===== config.mk =====
export PLATFORM = sky130hd
export DESIGN_NAME = vga_frame_reader_flat
export DESIGN_NICKNAME = d
export VERILOG_FILES = /design/src/rtl/vga_frame_reader_pkg.sv /design/src/rtl/vga_frame_reader_if.sv /design/src/rtl/vga_frame_reader_timing.sv /design/src/rtl/vga_frame_reader.sv /design/src/flat_wrapper.sv
export SDC_FILE = /design/constraint.sdc
export NUM_CORES = 1
export LEC_CHECK = 0
export BUFFER_PORTS_ARGS = -buffer_cell sky130_fd_sc_hd__buf_2
export CAP_MARGIN = 0
export CORE_MARGIN = 3
export CORE_UTILIZATION = 25
export CTS_BUF_LIST = sky130_fd_sc_hd__clkbuf_4
export CTS_CLUSTER_SIZE = 16
export DETAILED_ROUTE_END_ITERATION = 8
export GPL_TIMING_DRIVEN = 0
export HOLD_SLACK_MARGIN = 0.05
export SKIP_LAST_GASP = 1
export SYNTH_ARGS = -nofsm -noshare
export SYNTH_HDL_FRONTEND = slang
export SYNTH_SLANG_ARGS = --single-unit

===== constraint.sdc =====
create_clock -name pclk -period 6.3 [get_ports pclk]
set_input_delay 1.26 -clock pclk [delete_from_list [all_inputs] [get_ports pclk]]
set_output_delay 1.26 -clock pclk [all_outputs]
set_load 0.02 [all_outputs]

===== src/rtl/vga_frame_reader_pkg.sv =====
// Shared VGA 640x480@60 timing constants and pixel layout for capture, reader and frame buffer.
// Latency: n/a (constants and types only).
// Backpressure: n/a.
package vga_frame_reader_pkg;

    localparam int VGA_H_ACTIVE = 640;
    localparam int VGA_H_FP     = 16;
    localparam int VGA_H_SYNC   = 96;
    localparam int VGA_H_BP     = 48;
    localparam int VGA_H_TOTAL  = VGA_H_ACTIVE + VGA_H_FP + VGA_H_SYNC + VGA_H_BP; // 800

    localparam int VGA_V_ACTIVE = 480;
    localparam int VGA_V_FP     = 10;
    localparam int VGA_V_SYNC   = 2;
    localparam int VGA_V_BP     = 33;
    localparam int VGA_V_TOTAL  = VGA_V_ACTIVE + VGA_V_FP + VGA_V_SYNC + VGA_V_BP; // 525

    // One word per visible pixel; addresses run 0..FB_DEPTH-1.
    localparam int FB_DEPTH = VGA_H_ACTIVE * VGA_V_ACTIVE; // 307200
    // pclk cycles from counter position to the vga_* pins.
    localparam int PIPE_LAT = 2;

    localparam int ADDR_W = 19;
    localparam int PIX_W  = 12;
    localparam int CNT_W  = 10;

    // Frame-buffer word layout: {r, g, b}, 4 bits each.
    typedef struct packed {
        logic [3:0] r;
        logic [3:0] g;
        logic [3:0] b;
    } pixel_t;

endpackage


===== src/rtl/vga_frame_reader_if.sv =====
// Frame-buffer read port plus VGA pin bundle between the reader and its surroundings.
// Latency: n/a (wiring only); rd_data is expected one pclk after rd_addr.
// Backpressure: none; the reader streams continuously at the pixel rate.
interface vga_frame_reader_if;
    import vga_frame_reader_pkg::*;

    logic [ADDR_W-1:0] rd_addr;
    logic [PIX_W-1:0]  rd_data;
    logic [3:0]        vga_r;
    logic [3:0]        vga_g;
    logic [3:0]        vga_b;
    logic              vga_hs;
    logic              vga_vs;
    logic              frame_start;

    // Reader side: issues addresses, consumes pixels, drives the pins.
    modport master (
        output rd_addr,
        input  rd_data,
        output vga_r,
        output vga_g,
        output vga_b,
        output vga_hs,
        output vga_vs,
        output frame_start
    );

    // Memory/display side.
    modport slave (
        input  rd_addr,
        output rd_data,
        input  vga_r,
        input  vga_g,
        input  vga_b,
        input  vga_hs,
        input  vga_vs,
        input  frame_start
    );

endinterface


===== src/rtl/vga_frame_reader_timing.sv =====
// Horizontal/vertical pixel counters with raw active-video and active-low sync qualifiers.
// Latency: qualifiers are combinational from the registered counters (0 pclk).
// Backpressure: none; counters free-run every pclk.
module vga_timing
    import vga_frame_reader_pkg::*;
#(
    parameter int H_ACTIVE = VGA_H_ACTIVE,
    parameter int H_FP     = VGA_H_FP,
    parameter int H_SYNC   = VGA_H_SYNC,
    parameter int H_BP     = VGA_H_BP,
    parameter int V_ACTIVE = VGA_V_ACTIVE,
    parameter int V_FP     = VGA_V_FP,
    parameter int V_SYNC   = VGA_V_SYNC,
    parameter int V_BP     = VGA_V_BP
) (
    input  logic pclk,
    input  logic reset_n,
    output logic active,
    output logic hsync_raw,
    output logic vsync_raw,
    output logic at_origin,
    output logic last_pos
);

    localparam int H_TOTAL  = H_ACTIVE + H_FP + H_SYNC + H_BP;
    localparam int V_TOTAL  = V_ACTIVE + V_FP + V_SYNC + V_BP;
    localparam int HS_START = H_ACTIVE + H_FP;
    localparam int HS_END   = HS_START + H_SYNC;
    localparam int VS_START = V_ACTIVE + V_FP;
    localparam int VS_END   = VS_START + V_SYNC;

    logic [CNT_W-1:0] h_cnt;
    logic [CNT_W-1:0] v_cnt;
    logic             h_last;
    logic             v_last;

    assign h_last = (h_cnt == CNT_W'(H_TOTAL - 1));
    assign v_last = (v_cnt == CNT_W'(V_TOTAL - 1));

    // Raster position: h wraps every line, v steps on each h wrap and wraps at frame end.
    always_ff @(posedge pclk or negedge reset_n) begin
        if (!reset_n) begin
            h_cnt <= '0;
            v_cnt <= '0;
        end else if (h_last) begin
            h_cnt <= '0;
            v_cnt <= v_last ? '0 : v_cnt + 1'b1;
        end else begin
            h_cnt <= h_cnt + 1'b1;
        end
    end

    assign active    = (h_cnt < CNT_W'(H_ACTIVE)) && (v_cnt < CNT_W'(V_ACTIVE));
    assign hsync_raw = !((h_cnt >= CNT_W'(HS_START)) && (h_cnt < CNT_W'(HS_END)));
    assign vsync_raw = !((v_cnt >= CNT_W'(VS_START)) && (v_cnt < CNT_W'(VS_END)));
    assign at_origin = (h_cnt == '0) && (v_cnt == '0);
    // Next position is (0,0).
    assign last_pos  = h_last && v_last;

endmodule


===== src/rtl/vga_frame_reader.sv =====
// Streams a frame buffer to VGA pins: address generation, qualifier delay and colour/sync registers.
// Latency: 2 pclk from counter position to vga_* pins (1 for the RAM read, 1 output register).
// Backpressure: none; one address per pclk, rd_data must follow one pclk after rd_addr.
module vga_frame_reader
    import vga_frame_reader_pkg::*;
#(
    parameter int H_ACTIVE = VGA_H_ACTIVE,
    parameter int H_FP     = VGA_H_FP,
    parameter int H_SYNC   = VGA_H_SYNC,
    parameter int H_BP     = VGA_H_BP,
    parameter int V_ACTIVE = VGA_V_ACTIVE,
    parameter int V_FP     = VGA_V_FP,
    parameter int V_SYNC   = VGA_V_SYNC,
    parameter int V_BP     = VGA_V_BP
) (
    input  logic                pclk,
    input  logic                reset_n,
    vga_frame_reader_if.master  bus
);

    // Last valid word; the address saturates here instead of running past the buffer.
    localparam logic [ADDR_W-1:0] ADDR_MAX = ADDR_W'(H_ACTIVE * V_ACTIVE - 1);

    logic              active;
    logic              hsync_raw;
    logic              vsync_raw;
    logic              at_origin;
    logic              last_pos;

    logic [ADDR_W-1:0] addr_q;
    logic              act_d1;
    logic              hs_d1;
    logic              vs_d1;
    logic              org_d1;
    logic [3:0]        r_q;
    logic [3:0]        g_q;
    logic [3:0]        b_q;
    logic              hs_q;
    logic              vs_q;
    logic              fs_q;
    pixel_t            pix;

    vga_timing #(
        .H_ACTIVE (H_ACTIVE),
        .H_FP     (H_FP),
        .H_SYNC   (H_SYNC),
        .H_BP     (H_BP),
        .V_ACTIVE (V_ACTIVE),
        .V_FP     (V_FP),
        .V_SYNC   (V_SYNC),
        .V_BP     (V_BP)
    ) u_timing (
        .pclk      (pclk),
        .reset_n   (reset_n),
        .active    (active),
        .hsync_raw (hsync_raw),
        .vsync_raw (vsync_raw),
        .at_origin (at_origin),
        .last_pos  (last_pos)
    );

    // Incremental address: tracks v*H_ACTIVE+h while active, holds in blanking, zero at frame wrap.
    always_ff @(posedge pclk or negedge reset_n) begin
        if (!reset_n) begin
            addr_q <= '0;
        end else if (last_pos) begin
            addr_q <= '0;
        end else if (active && (addr_q != ADDR_MAX)) begin
            addr_q <= addr_q + 1'b1;
        end
    end

    assign bus.rd_addr = addr_q;

    // First pipeline stage: qualifiers wait alongside the RAM read.
    always_ff @(posedge pclk or negedge reset_n) begin
        if (!reset_n) begin
            act_d1 <= 1'b0;
            hs_d1  <= 1'b1;
            vs_d1  <= 1'b1;
            org_d1 <= 1'b0;
        end else begin
            act_d1 <= active;
            hs_d1  <= hsync_raw;
            vs_d1  <= vsync_raw;
            org_d1 <= at_origin;
        end
    end

    assign pix = pixel_t'(bus.rd_data);

    // Output stage: colour only while delayed-active, otherwise black; syncs and frame pulse follow.
    always_ff @(posedge pclk or negedge reset_n) begin
        if (!reset_n) begin
            r_q  <= 4'h0;
            g_q  <= 4'h0;
            b_q  <= 4'h0;
            hs_q <= 1'b1;
            vs_q <= 1'b1;
            fs_q <= 1'b0;
        end else begin
            r_q  <= act_d1 ? pix.r : 4'h0;
            g_q  <= act_d1 ? pix.g : 4'h0;
            b_q  <= act_d1 ? pix.b : 4'h0;
            hs_q <= hs_d1;
            vs_q <= vs_d1;
            fs_q <= org_d1;
        end
    end

    assign bus.vga_r       = r_q;
    assign bus.vga_g       = g_q;
    assign bus.vga_b       = b_q;
    assign bus.vga_hs      = hs_q;
    assign bus.vga_vs      = vs_q;
    assign bus.frame_start = fs_q;

endmodule


===== src/flat_wrapper.sv =====
// flat-port wrapper written by rule: the top's interface ports become plain ports
module vga_frame_reader_flat import vga_frame_reader_pkg::*;
#(
    parameter int H_ACTIVE = VGA_H_ACTIVE,
    parameter int H_FP     = VGA_H_FP,
    parameter int H_SYNC   = VGA_H_SYNC,
    parameter int H_BP     = VGA_H_BP,
    parameter int V_ACTIVE = VGA_V_ACTIVE,
    parameter int V_FP     = VGA_V_FP,
    parameter int V_SYNC   = VGA_V_SYNC,
    parameter int V_BP     = VGA_V_BP
)
  (pclk, reset_n, bus_rd_addr, bus_rd_data, bus_vga_r, bus_vga_g, bus_vga_b, bus_vga_hs, bus_vga_vs, bus_frame_start);
  vga_frame_reader_if bus_i ();
  input  logic pclk;
  input  logic reset_n;
  output wire logic [$bits(bus_i.rd_addr)-1:0] bus_rd_addr;
  input wire logic [$bits(bus_i.rd_data)-1:0] bus_rd_data;
  output wire logic [$bits(bus_i.vga_r)-1:0] bus_vga_r;
  output wire logic [$bits(bus_i.vga_g)-1:0] bus_vga_g;
  output wire logic [$bits(bus_i.vga_b)-1:0] bus_vga_b;
  output wire logic [$bits(bus_i.vga_hs)-1:0] bus_vga_hs;
  output wire logic [$bits(bus_i.vga_vs)-1:0] bus_vga_vs;
  output wire logic [$bits(bus_i.frame_start)-1:0] bus_frame_start;
  assign bus_rd_addr = bus_i.rd_addr;
  assign bus_i.rd_data = bus_rd_data;
  assign bus_vga_r = bus_i.vga_r;
  assign bus_vga_g = bus_i.vga_g;
  assign bus_vga_b = bus_i.vga_b;
  assign bus_vga_hs = bus_i.vga_hs;
  assign bus_vga_vs = bus_i.vga_vs;
  assign bus_frame_start = bus_i.frame_start;
  vga_frame_reader #(.H_ACTIVE(H_ACTIVE), .H_FP(H_FP), .H_SYNC(H_SYNC), .H_BP(H_BP), .V_ACTIVE(V_ACTIVE), .V_FP(V_FP), .V_SYNC(V_SYNC), .V_BP(V_BP)) u_core (.pclk(pclk), .reset_n(reset_n), .bus(bus_i));
endmodule

After elaboration in Yosys (flattened, before gate mapping)
Index checks and enable logic that the tools add are counted.
{"block": "word_totals", "register_bits": 58, "inputBits": 14, "out_inout_bits": 34}
{"block": "classes", "addsub": 3, "magnitude_cmp": 6, "eq_ne": 3, "n_mux": 7, "n_reduce_logical": 11}
{"op": "$mux W19", "n": 2}
{"op": "$add A10 B1 Y10 const B", "n": 2}
{"op": "$eq A10 B10 Y1 const B", "n": 2}
{"op": "$logic_not A10 Y1", "n": 2}
{"op": "$lt A10 B10 Y1 const B", "n": 2}
{"op": "$lt A10 B9 Y1 const B", "n": 2}
{"op": "$mux W10", "n": 2}
{"op": "$add A19 B1 Y19 const B", "n": 1}
{"op": "$ne A19 B19 Y1 const B", "n": 1}
{"op": "$mux W4", "n": 3}
{"op": "$ge A10 B10 Y1 const B", "n": 1}
{"op": "$ge A10 B9 Y1 const B", "n": 1}
{"op": "$logic_and A1 B1 Y1", "n": 6}
{"op": "$logic_not A1 Y1", "n": 2}
{"op": "$reduce_bool A2 Y1", "n": 1}

Logic depth before layout (Yosys ltp)
{"block": "logic_depth", "depth_word": 5, "depth_mapped": 7, "depth_no_buf": 7}

Hierarchy
Synthesis repeated with hierarchy kept, for this count alone.
{"block": "hier_totals", "hier_cells": 261, "hier_area_um2": 2762.6}
{"mod": "vga_frame_reader", "instances": 1, "cells_per_inst": 140, "area_per_inst_um2": 1614.0}
{"mod": "vga_timing", "instances": 1, "cells_per_inst": 121, "area_per_inst_um2": 1148.6}

Least setup slack after synthesis
OpenSTA, ideal clock, no wires.
{"block": "synth_path", "path_type": "reg-to-reg", "start": "register u_core.addr_q[0], in the netlist u_core.bus.rd_addr[0]", "end": "register u_core.addr_q[12], in the netlist u_core.bus.rd_addr[12]", "arrival_ns": 2.102, "setup_slack_ns": 4.079, "path_stages_with_launch": 8, "n_path_buf": 1, "cell_sequence": "dfrtp_1 -> ha_1 -> nand2_1 -> or4_1 -> buf_4 -> or4b_4 -> xor2_1 -> nor2_2"}
{"block": "synth_between", "elab_chain_cells": 3, "word_cells_on_any_way": 6, "classes_between": "add/sub (1); eq/ne (1); mux (2); reduce/logical (2)"}
{"element": "start, declared", "line": "vga_frame_reader.sv:30", "source": "logic [ADDR_W-1:0] addr_q;"}
{"element": "start signal, assigned", "line": "vga_frame_reader.sv:69", "source": "addr_q <= addr_q + 1'b1;"}
{"element": "$add A19 B1 Y19 / $ne A19 B19 Y1 (equally long branches)", "line": "vga_frame_reader.sv:69, vga_frame_reader.sv:68"}
{"element": "$mux W19 / $logic_and A1 B1 Y1 (equally long branches)", "line": "vga_frame_reader.sv:68", "source": "end else if (active && (addr_q != ADDR_MAX)) begin"}
{"element": "$mux W19 / $reduce_bool A2 Y1 (equally long branches)"}
Several ways; a longest one is shown, not always the timed one. The select of a mux whose other input is x is not followed.
A chain may end at the register's enable or synchronous reset.

Worst setup path after layout
{"block": "layout_path", "start": "register u_core.addr_q[2], in the netlist u_core.bus.rd_addr[2]", "end": "output bus_rd_addr[2]"}
{"element": "end, declared", "line": "flat_wrapper.sv:17", "source": "output wire logic [$bits(bus_i.rd_addr)-1:0] bus_rd_addr;"}
No word-level cell between the ends.

==> reports/summary.json <==
{
  "setup.worst_path.end_class": {"value": "output pin"},
  "cp-start-kind": {"value": "register"},
  "setup_repair_after_global_routing_missed_its_margin": {"value": "no"},
  "finalNonFillerCells": {"value": 461},
  "netlist_instances": {"value": 262},
  "placeableCoreArea": {"value": 0.01037, "unit": "sq mm"},
  "floorplan.die.height": {"value": 109.6, "unit": "um"},
  "std_cell_rows": {"value": 37},
  "synth_area_per_cell": {"value": 10.24, "unit": "sq um"},
  "design.die.area": {"value": 0.01201, "unit": "sq mm"},
  "crit_chain": {"value": "buf_2"},
  "fraction_of_final_layout_cells_sized_beyond_drive_strength_1": {"value": 22.46, "unit": "%"},
  "data_arrival_at_the_endpoint_of_the_critical_path": {"value": 1090, "unit": "ps"},
  "area_growth_syn_to_layout": {"value": 20.62, "unit": "%"},
  "final_net_count": {"value": 339},
  "floorplan.die.width": {"value": 109.6, "unit": "um"},
  "fin_skew": {"value": 12.73, "unit": "ps"},
  "post-dp-hpwl": {"value": 3972, "unit": "um"},
  "grt_overflow": {"value": 0},
  "fin_crit": {"value": 2349, "unit": "ps"},
  "required_time_reported_for_the_critical_path_endpoint": {"value": 5040, "unit": "ps"},
  "cts_num_sinks": {"value": 58},
  "ys.flop_type": {"value": "sky130_fd_sc_hd__dfrtp_1"},
  "port-buffer-count": {"value": 47},
  "synth.distinct_cells": {"value": 40},
  "number_of_vias_in_the_routed_layout": {"value": 2145},
  "initialDrtViolationCount": {"value": 109},
  "path_max_fanout": {"value": 8},
  "ir_worst_vdd": {"value": 0.0001113, "unit": "V"},
  "synth_warnings": {"value": 0},
  "hold_class": {"value": "reg2reg"},
  "synth-seq-area-share": {"value": 54.29, "unit": "%"},
  "aggregate_negative_setup_slack": {"value": 0, "unit": "ps"},
  "max_freq": {"value": 0.4258, "unit": "GHz"},
  "timing_max_transition_violations_final": {"value": 0},
  "critPathMaxStageDelay": {"value": 480, "unit": "ps"},
  "fin_util": {"value": 31.20, "unit": "%"},
  "drt-vias-per-instance": {"value": 4.653},
  "number_of_antenna_violations_at_the_first_check_in_global_routing": {"value": 0},
  "synth-seq-cells": {"value": 58},
  "gp_congestion": {"value": 0.8414},
  "cts_hold_buffers": {"value": 0},
  "clk-insertion-delay-late": {"value": 400, "unit": "ps"},
  "result_of_the_run": {"value": "finished, final reports clean"},
  "mappedNetlistArea": {"value": 0.002683, "unit": "sq mm"},
  "firstDrtPassIters": {"value": 4},
  "cts_buffer_depth": {"value": 2},
  "setup.worst_path.class": {"value": "reg2out"},
  "placed_cells": {"value": 445},
  "max-slew-margin-rel": {"value": 51.83, "unit": "%"},
  "final-hold-violation-count": {"value": 0},
  "cts-buffers-inserted": {"value": 9},
  "timing.final.crit_share": {"value": 37.28, "unit": "%"},
  "worst_pin_slew": {"value": 722.5, "unit": "ps"},
  "cts_htree_levels": {"value": 3},
  "slowest_stage": {"value": "sky130_fd_sc_hd__dfrtp_1"},
  "cap_violations": {"value": 0},
  "grt_first_pass_wirelength": {"value": 9342, "unit": "um"},
  "leakage": {"value": 1.446, "unit": "nW"},
  "grt_pass1_vias": {"value": 1976},
  "tritoncts": {"value": "yes"},
  "number_of_flops_mapped_to_enable_cells_by_yosys": {"value": 0},
  "synthArstFlopShare": {"value": 100.0, "unit": "%"},
  "cts-resized-gates": {"value": 0},
  "post_cts_setup_driven_buffer_insertion_count": {"value": 0},
  "holdWs": {"value": 357.9, "unit": "ps"},
  "power": {"value": 0.6715, "unit": "mW"},
  "power.density": {"value": 207.5, "unit": "mW/mm^2"},
  "initial_core_util": {"value": 25.87, "unit": "%"},
  "antenna_cells_inserted": {"value": 0},
  "worst_path_dominant_cell_family": {"value": "flip-flops"},
  "drt.antenna.violating_nets": {"value": 0},
  "report.final.setup_viol": {"value": 0},
  "totalWireLength": {"value": 5592, "unit": "um"},
  "drc_errors": {"value": 0},
  "global_route.usage.total": {"value": 10.03, "unit": "%"},
  "clock_tree.root_cell": {"value": "sky130_fd_sc_hd__clkbuf_4"},
  "layout.filler_cells": {"value": 1090},
  "synthesis.nets": {"value": 281},
  "path_clk_slew": {"value": 110, "unit": "ps"},
  "grt_start_max_net_pins": {"value": 59},
  "top_level_ports": {"value": 48},
  "post_drt_wl_per_cell": {"value": 12.13, "unit": "um"},
  "crit_buf_inv": {"value": 1}
}
## path summary, 6_finish.rpt
check	cells past startpoint	to	startpoint	slack (ps)
setup / recovery	1	bus_rd_addr[2]	u_core.bus.rd_addr[2]$_DFFE_PN0P_	3950
hold / removal	0	u_core.bus.vga_hs$_DFF_PN1_	u_core.hs_d1$_DFF_PN1_	360
setup reg to reg	5	u_core.bus.rd_addr[2]$_DFFE_PN0P_	u_core.u_timing.v_cnt[5]$_DFFE_PN0N_	4010
hold reg to reg	0	u_core.bus.vga_hs$_DFF_PN1_	u_core.hs_d1$_DFF_PN1_	360
max in group asynchronous	1	u_core.bus.vga_b[3]$_DFF_PN0_	reset_n	4910
min in group asynchronous	1	u_core.bus.rd_addr[2]$_DFFE_PN0P_	reset_n	900
## metal layers
layer  up-vias  routed length (um)  track usage [%]
li1       1055                   -                -
met1      1040                2602            12.16
met2        43                2580            16.09
met3         7                 348            3.758
met4         0                  61            4.007
met5         -                   0                0
## cells in the final DEF (no fill, tap or decap), types with 5 or more instances in the layout
cell and count:
sky130_fd_sc_hd__nor2_1 19, sky130_fd_sc_hd__nand3_1 23, sky130_fd_sc_hd__buf_2 47, sky130_fd_sc_hd__and3_1 9
sky130_fd_sc_hd__nand2_1 24, sky130_fd_sc_hd__o21ai_0 12, sky130_fd_sc_hd__clkbuf_1 5, sky130_fd_sc_hd__or4_1 5
sky130_fd_sc_hd__nor4_1 5, sky130_fd_sc_hd__xnor2_1 9, sky130_fd_sc_hd__and2_1 14, sky130_fd_sc_hd__nand4_1 6
sky130_fd_sc_hd__xor2_1 8, sky130_fd_sc_hd__nor3_1 8, sky130_fd_sc_hd__inv_1 9, sky130_fd_sc_hd__dfrtp_1 54
sky130_fd_sc_hd__ha_1 5, sky130_fd_sc_hd__clkbuf_4 9
## cells by family (layout without fill, tap and decap cells)
| logic type | count (synthesis) | after routing | share of synthesized area (%) |
|---|---|---|---|
| mux | 2 | 2 | 0.7463 |
| xor+xnor | 17 | 17 | 5.551 |
| fa+ha+maj | 5 | 5 | 2.332 |
| compound gates | 31 | 31 | 7.463 |
| buf+inv | 16 | 79 | 2.425 |
| flops | 58 | 58 | 54.29 |
| simple gates | 133 | 133 | 27.19 |
## synth_stat cells (4+ instances only)
cell,instances,area (sq um)
sky130_fd_sc_hd__clkbuf_1,5,18.77
sky130_fd_sc_hd__xnor2_1,9,78.83
sky130_fd_sc_hd__dfstp_2,4,105.1
sky130_fd_sc_hd__dfrtp_1,54,1351
sky130_fd_sc_hd__nor3_1,8,40.04
sky130_fd_sc_hd__nand4_1,6,37.54
sky130_fd_sc_hd__o211ai_1,4,30.03
sky130_fd_sc_hd__o21ai_0,12,60.06
sky130_fd_sc_hd__or4_1,5,37.54
sky130_fd_sc_hd__nor2_1,19,71.32
sky130_fd_sc_hd__and4_1,4,35.03
sky130_fd_sc_hd__and2_1,14,87.58
sky130_fd_sc_hd__nor4_1,5,31.28
sky130_fd_sc_hd__nand2_1,24,90.09
sky130_fd_sc_hd__ha_1,5,62.56
sky130_fd_sc_hd__nand3_1,23,115.1
sky130_fd_sc_hd__xor2_1,8,70.07
sky130_fd_sc_hd__inv_1,9,33.78
sky130_fd_sc_hd__and3_1,9,56.30
## registers in the layout, summed over array words and instances, names as in the netlist
signal / flops
u_core.hs_d1: 1
u_core.bus.vga_r: 4
u_core.u_timing.h_cnt: 10
u_core.vs_d1: 1
u_core.bus.rd_addr: 19
u_core.bus.frame_start: 1
u_core.bus.vga_g: 4
u_core.bus.vga_b: 4
u_core.bus.vga_hs: 1
u_core.org_d1: 1
u_core.u_timing.v_cnt: 10
u_core.bus.vga_vs: 1
u_core.act_d1: 1
## layout make-up
class	count	area, sq um	area share (%)
Timing Repair Buffer	47	237.7	7.347
Sequential cell	58	1456	45.01
Tap cell	136	170.2	5.259
Clock inverter	7	77.57	2.398
Multi-Input combinational cell	188	1161	35.89
Clock buffer	9	67.56	2.088
Buffer	7	31.28	0.9667
Inverter	9	33.78	1.044
## through the flow
step / setup slack (ps) / instance area [sq um]
global placement: 3866 / 3088
CTS: 3917 / 3233
detailed placement: 3843 / 3088
global route: 3835 / 3236
finish: 3951 / 3236
floorplan: 4079 / 2683
## power by group
group,internal [mW],leakage (nW),total (mW),switching (mW)
logic,0.00757,0.647,0.0227,0.0151
clock network,0.122,0.0648,0.272,0.150
registers,0.376,0.735,0.377,0.000844
total,0.506,1.45,0.672,0.166
No activity file was read; power rests on OpenSTA's default activity.
